`config.mk`:
```
export PLATFORM = sky130hd
export DESIGN_NAME = adder_tree_stream_ctrl
export DESIGN_NICKNAME = d
export VERILOG_FILES = /design/src/rtl/adder_tree_pkg.sv /design/src/rtl/sync_fwft_fifo.sv /design/src/rtl/adder_tree_stream_ctrl.sv
export SDC_FILE = /design/constraint.sdc
export NUM_CORES = 1
export LEC_CHECK = 0
export CAP_MARGIN = 20
export CORE_MARGIN = 2
export CORE_UTILIZATION = 44
export DETAILED_ROUTE_END_ITERATION = 8
export GPL_TIMING_DRIVEN = 0
export PLACE_DENSITY = 0.8
export SLEW_MARGIN = 20
export SYNTH_ARGS = -nofsm -noshare
export SYNTH_HDL_FRONTEND = slang
export SYNTH_SLANG_ARGS = --single-unit
```
`constraint.sdc`:
```
create_clock -name clk -period 2.5 [get_ports clk]
set_input_delay 0.25 -clock clk [delete_from_list [all_inputs] [get_ports clk]]
set_output_delay 0.25 -clock clk [all_outputs]
set_load 0.05 [all_outputs]
```
`src/rtl/adder_tree_pkg.sv`:
```
// Shared sizing helpers for the adder tree stream controller and its FIFO.
package adder_tree_pkg;

    // Width of a tree sum: one extra bit per level of pairwise addition.
    function automatic int sum_width(input int data_w, input int len);
        return data_w + $clog2(len);
    endfunction

    // Width of a counter holding 0..depth inclusive; used as the template for
    // the credit counter type (typedef logic [credit_width(D)-1:0] credit_t).
    function automatic int credit_width(input int depth);
        return $clog2(depth + 1);
    endfunction

endpackage

```
`src/rtl/sync_fwft_fifo.sv`:
```
// First-word fall-through FIFO with synchronous reset. Pointers wrap explicitly
// so any DEPTH works, not just powers of two.
module sync_fwft_fifo #(
    parameter int WIDTH = 8,
    parameter int DEPTH = 4,
    localparam int PTR_W = (DEPTH > 1) ? $clog2(DEPTH) : 1,
    localparam int CNT_W = $clog2(DEPTH + 1)
) (
    input  logic             clk,
    input  logic             reset,
    input  logic             wr_en,
    input  logic [WIDTH-1:0] wr_data,
    input  logic             rd_en,
    output logic [WIDTH-1:0] rd_data,
    output logic             empty,
    output logic             full,
    output logic [CNT_W-1:0] count
);

    logic [WIDTH-1:0] mem [DEPTH];
    logic [PTR_W-1:0] wr_ptr, rd_ptr;
    logic             do_wr, do_rd;

    function automatic logic [PTR_W-1:0] ptr_inc(input logic [PTR_W-1:0] p);
        return (p == PTR_W'(DEPTH - 1)) ? '0 : p + 1'b1;
    endfunction

    // A read frees the head slot, so a write may land even when full.
    assign do_rd   = rd_en & ~empty;
    assign do_wr   = wr_en & (~full | do_rd);
    assign empty   = (count == '0);
    assign full    = (count == CNT_W'(DEPTH));
    assign rd_data = mem[rd_ptr];

    // Storage array: no reset, contents are qualified by count.
    always_ff @(posedge clk) begin
        if (do_wr) mem[wr_ptr] <= wr_data;
    end

    // Pointer and occupancy bookkeeping.
    always_ff @(posedge clk) begin
        if (reset) begin
            wr_ptr <= '0;
            rd_ptr <= '0;
            count  <= '0;
        end else begin
            if (do_wr) wr_ptr <= ptr_inc(wr_ptr);
            if (do_rd) rd_ptr <= ptr_inc(rd_ptr);
            case ({do_wr, do_rd})
                2'b10:   count <= count + 1'b1;
                2'b01:   count <= count - 1'b1;
                default: count <= count;
            endcase
        end
    end

endmodule

```
`src/rtl/adder_tree_stream_ctrl.sv`:
```
// Valid/ready shell around an external pipelined adder tree. Tracks which tree
// stages hold real vectors and buffers finished sums; credits reserve a FIFO
// slot for every vector at acceptance so a stalled output never drops a sum.
module adder_tree_stream_ctrl
    import adder_tree_pkg::*;
#(
    parameter int DATA_WIDTH   = 8,
    parameter int LENGTH       = 4,
    parameter int DELAY_STAGES = $clog2(LENGTH),
    parameter int FIFO_DEPTH   = DELAY_STAGES + 2,
    localparam int SUM_WIDTH   = sum_width(DATA_WIDTH, LENGTH)
) (
    input  logic                  clk,
    input  logic                  reset,
    input  logic                  in_valid_i,
    output logic                  in_ready_o,
    input  logic [DATA_WIDTH-1:0] in_addends_i   [LENGTH],
    output logic [DATA_WIDTH-1:0] tree_addends_o [LENGTH],
    output logic                  tree_advance_o,
    input  logic [SUM_WIDTH-1:0]  tree_sum_i,
    output logic                  out_valid_o,
    input  logic                  out_ready_i,
    output logic [SUM_WIDTH-1:0]  out_sum_o
);

    localparam int CREDIT_W = credit_width(FIFO_DEPTH);
    typedef logic [CREDIT_W-1:0] credit_t;

    credit_t credits;
    credit_t fifo_count;
    logic    accept, pop, advance, fifo_wr, fifo_empty, fifo_full;
    int      in_flight;

    // Ready depends only on registered credits, never on in_valid/out_ready.
    assign in_ready_o     = (credits != '0) & ~reset;
    assign accept         = in_valid_i & in_ready_o;
    assign out_valid_o    = ~fifo_empty & ~reset;
    assign pop            = out_valid_o & out_ready_i;
    assign tree_addends_o = in_addends_i;
    // Masking with reset keeps the tree's last stage frozen while resetting.
    assign tree_advance_o = ~reset & advance;

    generate
        if (DELAY_STAGES > 0) begin : g_pipe
            logic [DELAY_STAGES-1:0] valid_sr, valid_sr_next;

            // Shift toward bit 0; the new vector (or a bubble) enters at the top.
            always_comb begin
                valid_sr_next = valid_sr >> 1;
                valid_sr_next[DELAY_STAGES-1] = accept;
            end

            // Slot tracking moves only when the tree moves.
            always_ff @(posedge clk) begin
                if (reset)               valid_sr <= '0;
                else if (tree_advance_o) valid_sr <= valid_sr_next;
            end

            // Keep advancing while anything is in flight so every sum reaches
            // bit 0 and is captured exactly once.
            assign advance   = accept | (|valid_sr);
            assign fifo_wr   = valid_sr[0];
            assign in_flight = $countones(valid_sr);
        end else begin : g_comb
            assign advance   = accept;
            assign fifo_wr   = accept;
            assign in_flight = 0;
        end
    endgenerate

    // Credits: one consumed per accepted vector, one returned per popped sum.
    always_ff @(posedge clk) begin
        if (reset)               credits <= credit_t'(FIFO_DEPTH);
        else if (accept && !pop) credits <= credits - credit_t'(1);
        else if (pop && !accept) credits <= credits + credit_t'(1);
    end

    sync_fwft_fifo #(
        .WIDTH (SUM_WIDTH),
        .DEPTH (FIFO_DEPTH)
    ) u_fifo (
        .clk     (clk),
        .reset   (reset),
        .wr_en   (fifo_wr),
        .wr_data (tree_sum_i),
        .rd_en   (pop),
        .rd_data (out_sum_o),
        .empty   (fifo_empty),
        .full    (fifo_full),
        .count   (fifo_count)
    );

    // Every slot is either free credit, buffered, or in flight.
    a_credit_balance: assert property (@(posedge clk) disable iff (reset)
        int'(credits) + int'(fifo_count) + in_flight == FIFO_DEPTH);

    // Credits guarantee a full FIFO is never written without a pop.
    a_no_overflow: assert property (@(posedge clk) disable iff (reset)
        fifo_full |-> !(fifo_wr && !pop));

endmodule
```
* Word-level counts from Yosys, hierarchy flattened
Memory sizes are Yosys's and may differ from the RTL's. A register that Yosys moved wholly into a read port is not among the register bits.
Cells that the tools add are included.
** Word-level totals
- Register bits after elaboration :: 12
- Word-level logic and storage cells :: 47
- Memories kept :: 1
- Latch bits :: 0
- Bits in read-only memories :: 0
- RAM bits :: 40
- Output and inout port bits :: 45
** Operators by class
- $lt $le $gt $ge :: 0
- Eq/ne operators :: 5
- $add $sub $neg :: 6
- Mux-type cells :: 9
- Multiply operators :: 0
- Divide/modulo/power cells :: 0
- Shift operators :: 0
- Reductions and logical operators :: 9
- Bitwise gates (word level) :: 12
** Memory list
- u_fifo.mem :: depth 4, width 10, read ports 1, clocked after memory_dff 1, wr ports 1, line sync_fwft_fifo.sv:20 : logic [WIDTH-1:0] mem [DEPTH];
** Operators with widths (count)
- 2-bit 2-to-1 mux :: 4
- 1-bit bitwise AND :: 7
- 3-bit by 1-bit adder with 3-bit output, second input constant :: 2
- 2-bit == test, second input constant :: 3
- 3-bit 2-to-1 mux :: 2
- 3-bit one-hot mux with 2 select lines :: 1
- 3-bit by 1-bit subtractor with 3-bit output, second input constant :: 2
- 2-bit by 1-bit adder with 2-bit output, second input constant :: 2
- 2-bit nonzero test :: 2
- 3-bit == test, second input constant :: 1
- 3-bit logical NOT :: 1
- 1-bit NOT :: 3
- 3-bit nonzero test :: 1
- 2-bit by 1-bit == test with 1-bit output, second input constant :: 1
- 1-bit logical AND :: 2
- 1-bit logical NOT :: 2
- 1-bit 2-to-1 mux :: 2
- 1-bit bitwise OR :: 2
- 2-bit OR reduction :: 1

* Logic depth before layout (Yosys ltp)
Gate-level depths: netlist of run 1.
- Depth after elaboration :: 9
- Depth in mapped cells :: 10

* Cells and area by module
A second synthesis of run 1 with hierarchy kept.
** Unflattened totals
- Cell total of the unflattened synthesis :: 178
- Area total of the unflattened synthesis :: 2501.1 µm²
** Modules (own cells, without submodules)
- sync_fwft_fifo :: cells an instance 117, instances 1, area each 2013.2 µm², sequential area each 1381.3 µm²
- adder_tree_stream_ctrl :: cells an instance 61, instances 1, area each 488.0 µm², sequential area each 100.1 µm²

* Worst setup path before layout of run 1
OpenSTA, ideal clock, no wires.
- Path kind :: flip-flop to flip-flop
- Start point :: reg credits[0]
- End point :: reg credits[2]
- Cell stages (with the launch flop) :: 11
- Path slack :: -0.249 ns
- Required time :: 2.368 ns
- Path buffers :: 0
- Period minus slack after synthesis :: 2.749 ns
- Arrival :: 2.617 ns
- Path through :: dfxtp_1 nor3_1 nor2_1 nand2_1 inv_1 ha_1 inv_1 fa_1 xor2_1 o21ai_0 or3b_2
** Between the ends
- Cells in the longest elaborated chain, start to end :: 6
** Ends and longest elaborated chain
- start, declared :: line adder_tree_stream_ctrl.sv:29 : credit_t credits;
- start signal, assigned :: line adder_tree_stream_ctrl.sv:73 : if (reset) credits <= credit_t'(FIFO_DEPTH);
- start signal, assigned :: line adder_tree_stream_ctrl.sv:74 : else if (accept && !pop) credits <= credits - credit_t'(1);
- start signal, assigned :: line adder_tree_stream_ctrl.sv:75 : else if (pop && !accept) credits <= credits + credit_t'(1);
- 3-bit nonzero test (*) :: line adder_tree_stream_ctrl.sv:35 : assign in_ready_o = (credits != '0) & ~reset;
- 1-bit bitwise AND (*) :: line adder_tree_stream_ctrl.sv:35
- net in_ready_o :: line adder_tree_stream_ctrl.sv:16 : output logic in_ready_o,
- 1-bit bitwise AND (*) :: line adder_tree_stream_ctrl.sv:36 : assign accept = in_valid_i & in_ready_o;
- net accept :: line adder_tree_stream_ctrl.sv:31 : logic accept, pop, advance, fifo_wr, fifo_empty, fifo_full;
- 1-bit logical NOT :: line adder_tree_stream_ctrl.sv:75
- 1-bit logical AND :: line adder_tree_stream_ctrl.sv:75
- 2-bit nonzero test (no line)
Mark *: on every way through the listed nets, which the timed path passes. The rest lies on a longest branch. The select of a mux whose other input is x is not followed.
A chain may end at the register's enable or synchronous reset.

* Worst setup path in the final report of run 1
- Start point :: in out_ready_i
- End point :: reg u_fifo.count[2]
** Between the ends
- Cells in the longest elaborated chain, start to end :: 6
** Ends and longest elaborated chain
- start, declared :: line adder_tree_stream_ctrl.sv:22 : input logic out_ready_i,
- 1-bit bitwise AND (*) :: line adder_tree_stream_ctrl.sv:38 : assign pop = out_valid_o & out_ready_i;
- 1-bit bitwise AND (*) :: line sync_fwft_fifo.sv:29 : assign do_rd = rd_en & ~empty;
- 1-bit bitwise OR :: line sync_fwft_fifo.sv:30 : assign do_wr = wr_en & (~full | do_rd);
- 1-bit bitwise AND :: line sync_fwft_fifo.sv:30
- 2-bit by 1-bit == test with 1-bit output / 2-bit == test (equally long branches) :: line sync_fwft_fifo.sv:49 : case ({do_wr, do_rd})
- 3-bit one-hot mux with 2 select lines / 2-bit nonzero test (equally long branches)
- end signal, assigned :: line sync_fwft_fifo.sv:50 : 2'b10: count <= count + 1'b1;
- end signal, assigned :: line sync_fwft_fifo.sv:51 : 2'b01: count <= count - 1'b1;
- end signal, assigned :: line sync_fwft_fifo.sv:52 : default: count <= count;
- end, declared :: line sync_fwft_fifo.sv:17 : output logic [CNT_W-1:0] count
Every way passes the cells marked *; elsewhere a longest branch is shown, timed or not.

==> impl_metrics.yaml, run 1 <==
route:
  vias: 1394
  postRouteAntennaNets: 0
  route.detailed.drc: 0
  drt_iter0_drc: 85
  wl_um: 3990
  avgRoutedWirePerCell_um: 13.0
  vias_per_cell: 4.54
  drt_first_pass_iters: 6
synth:
  netlist_area_sq_um: 2450
  synth_seq_cells: 54
  ys_types: 34
  synthCells: 171
  ys_warn_count: 0
  syn_avg_cell_area_sq_um: 14.3
  synth_edf_count: 40
  synthesis.nets: 225
  synthArstFlopShare_pct: 0
  synth_flop_cell: "edfxtp_1"
  seq_area_frac_synth_pct: 60.5
global_route:
  grt_pass1_wl_um: 6580
  grt_pass1_vias: 1447
  grt_max_degree: 18
  grt_usage_pct: 14.0
  gr-total-overflow: 0
  antenna_found_initial: 0
clock_tree:
  cts_max_path_buffers: 2
  cts_hold_buf: 0
  post-cts-setup-buffers: 0
  clkLatencyLatePin_ns: 0.31
  cts_root_buf: "clkbuf_8"
  htree_levels: 2
  cts_buffers: 5
  numClockSinks: 54
  cts_tree: "done"
  path_clk_slew_ns: 0.08
die:
  dieHeight_um: 78.6
  die-area_sq_um: 6170
  coreArea_sq_um: 5440
  initial_core_util_pct: 45.0
  rows: 27
  io-pin-count: 91
  dieWidth_um: 78.6
pwr:
  combPwrFrac_pct: 20.1
  p_sw_share_pct: 26.1
  p_int_uw: 1440
  ir_drop_mv: 0.303
  p_switching_uw: 509
  p_leak_uw: 0.00124
  power_frac_seq_pct: 50.9
  power_uw: 1950
  power_density_nw_per_um2: 601
  p_clk_share_pct: 29.0
timing:
  finalCritPeriodShare_pct: 92.8
  hold_viol: 0
  fin_worst_skew_ns: 0.0109
  setup_tns_ns: 0
  maxSlewViolCount: 0
  relSlewSlack_pct: 65.3
  min_period_ns: 2.32
  finalSetupViolCount: 0
  worstMarginPinSlew_ns: 0.521
  grt_setup_unrepaired: "false"
  max_freq_ghz: 0.431
worst_hold_path:
  holdCritStartpoint: "reset"
  hp-class: "in2reg"
  hold_path_depth: 2
  min_to: "credits[2]$_SDFFE_PP1P_"
setup_path:
  worstSetupStartpointType: "input port"
  cp.arrival_ns: 2.49
  slowest_stage: "clkdlybuf4s50_1"
  cp-end-kind: "register"
  crit_path_max_fanout: 6
  worstSetupPathType: "in2reg"
  reg2reg_depth: 8
  critical_path_required_ns: 2.67
  r2r_start: "u_fifo.count[1]$_SDFFE_PP0P_"
  rrSetupSlack_ns: 0.20
  critPathTopFamily: "simple AND/OR/NAND/NOR gates"
  path_buf_inv: 1
  cp_slowest_stage_delay_ns: 0.50
  r2r-end: "credits[2]$_SDFFE_PP1P_"
  path_cells: "clkdlybuf4s50_1, nor2b_2, o21ai_4, or2_2, fa_1, or3b_1, a31oi_1, a21oi_1"
run:
  drv_cap: 0
placed_design:
  hpwlAfterDp_um: 2900
  port_buffers: 57
  gp_congestion: 0.736
  dpl.cell_count: 300
finish:
  nets: 288
  syn_to_final_growth_pct: 32.7
  drive_gt1_share_pct: 25.1
  stdcell_count: 307
  diodes: 0
run_status:
  status: "completed"
-- sequential cells by signal (all words and copies together), names as in the netlist, named ones only --
register	cells
u_fifo.rd_ptr	2
g_pipe.valid_sr	2
u_fifo.wr_ptr	2
u_fifo.count	3
u_fifo.mem	40
credits	3
-- placed cells by master (no fill, tap or decap), types with 2 or more instances in the layout --
master           synthesis  routed
clkbuf_1                 1       2
clkbuf_8                 0       5
ha_1                     6       6
and2_1                   4       4
o21ai_0                  3       3
nor2_1                  13      12
mux4_2                  10      10
nor3_1                   2       2
nand3b_1                 3       3
mux2i_1                  2       2
clkdlybuf4s50_1          0      47
dfxtp_1                 14      14
dlymetal6s2s_1           0       8
a31oi_1                  2       2
inv_1                   11      11
fa_1                     2       2
dlygate4sd2_1            0       2
buf_4                   33      33
xor2_1                   3       3
edfxtp_1                40      40
a21oi_1                  4       4
nand2_1                  2       2
-- power groups by stage --
stage                     logic [uW]  clock network, uW  registers, uW
after floorplan                  280                  0           1010
after global placement           391                  0           1010
after detailed placement         397                  0           1010
after CTS                        396                586            993
after global routing             416                623            997
final                            392                567            993
-- routing by layer --
layer	part of all wire [%]	global-route usage, %
met4	1.6	5.26
met2	56	25.9
met3	5.2	4.71
met1	37	14.7
met5	0	0
-- how the worst max path moves through the flow --
stage | cells past startpoint | end | slack (ns) | startpoint
floorplan | 10 | credits[2]$_SDFFE_PP1P_ | 0.02 | credits[0]$_SDFFE_PP0P_
finish | 8 | u_fifo.count[2]$_SDFFE_PP0P_ | 0.18 | out_ready_i
CTS | 3 | out_sum_o[5] | 0.003 | register
global route | 8 | credits[2]$_SDFFE_PP1P_ | 0.04 | u_fifo.count[1]$_SDFFE_PP0P_
detailed placement | 8 | u_fifo.count[2]$_SDFFE_PP0P_ | -0.18 | out_ready_i
global placement | 9 | credits[2]$_SDFFE_PP1P_ | -0.16 | out_ready_i
-- what timing repair did --
| item | in CTS | in global routing |
|---|---|---|
| resized for setup | 3 | 9 |
| hold endpoints to repair | 0 | 0 |
| endpoints found under the setup margin | 3 | 9 |
-- cell type report --
type                            instances  area (sq um)
Timing Repair Buffer                   57           588
Tap cell                               72          90.1
Multi-Input combinational cell         69           667
Fill cell                             438          2190
Inverter                               11          41.3
Buffer                                 36           268
Clock buffer                            6          72.6
Clock inverter                          2          38.8
Sequential cell                        54          1480
-- through the flow --
stage / util, % / setup WS (ns) / hold slack, ns / area [sq um]
after floorplan: - / 0.0211 / 0.349 / 2450
after global placement: 57.2 / -0.158 / 0.445 / 3110
after detailed placement: 57.2 / -0.177 / 0.467 / 3110
after CTS: 59.3 / 0.00318 / 0.180 / 3220
after global routing: 59.7 / 0.0397 / 0.195 / 3250
final: 59.7 / 0.179 / 0.191 / 3250
-- synth_stat cells, types with 2 or more instances --
| cell | n | area, sq um |
|---|---|---|
| buf_4 | 33 | 248 |
| nand2_1 | 2 | 7.51 |
| nand3b_1 | 3 | 22.5 |
| dfxtp_1 | 14 | 280 |
| xor2_1 | 3 | 26.3 |
| nor3_1 | 2 | 10.0 |
| inv_1 | 11 | 41.3 |
| o21ai_0 | 3 | 15.0 |
| a21oi_1 | 4 | 20.0 |
| and2_1 | 4 | 25.0 |
| edfxtp_1 | 40 | 1200 |
| ha_1 | 6 | 75.1 |
| fa_1 | 2 | 40.0 |
| a31oi_1 | 2 | 12.5 |
| mux4_2 | 10 | 225 |
| mux2i_1 | 2 | 20.0 |
| nor2_1 | 13 | 48.8 |
-- cells by family after synthesis --
logic type / share of synthesized area, %
AND/OR/NAND/NOR: 6.90
AO/OA/AOI/OAI: 3.07
adder cells (fa/ha/maj): 4.70
multiplexers: 10.9
flip-flops: 60.5
buffers and inverters: 12.8
XOR/XNOR: 1.07
No activity file was read; power rests on OpenSTA's default activity.
==> run 2, diff against run 1 <==
Settings changed: CAP_MARGIN 20 to default, CTS_CLUSTER_DIAMETER from default to 30.
==> results of run 2 <==
The final DEF is identical to that of run 1; final timing and power are the same.
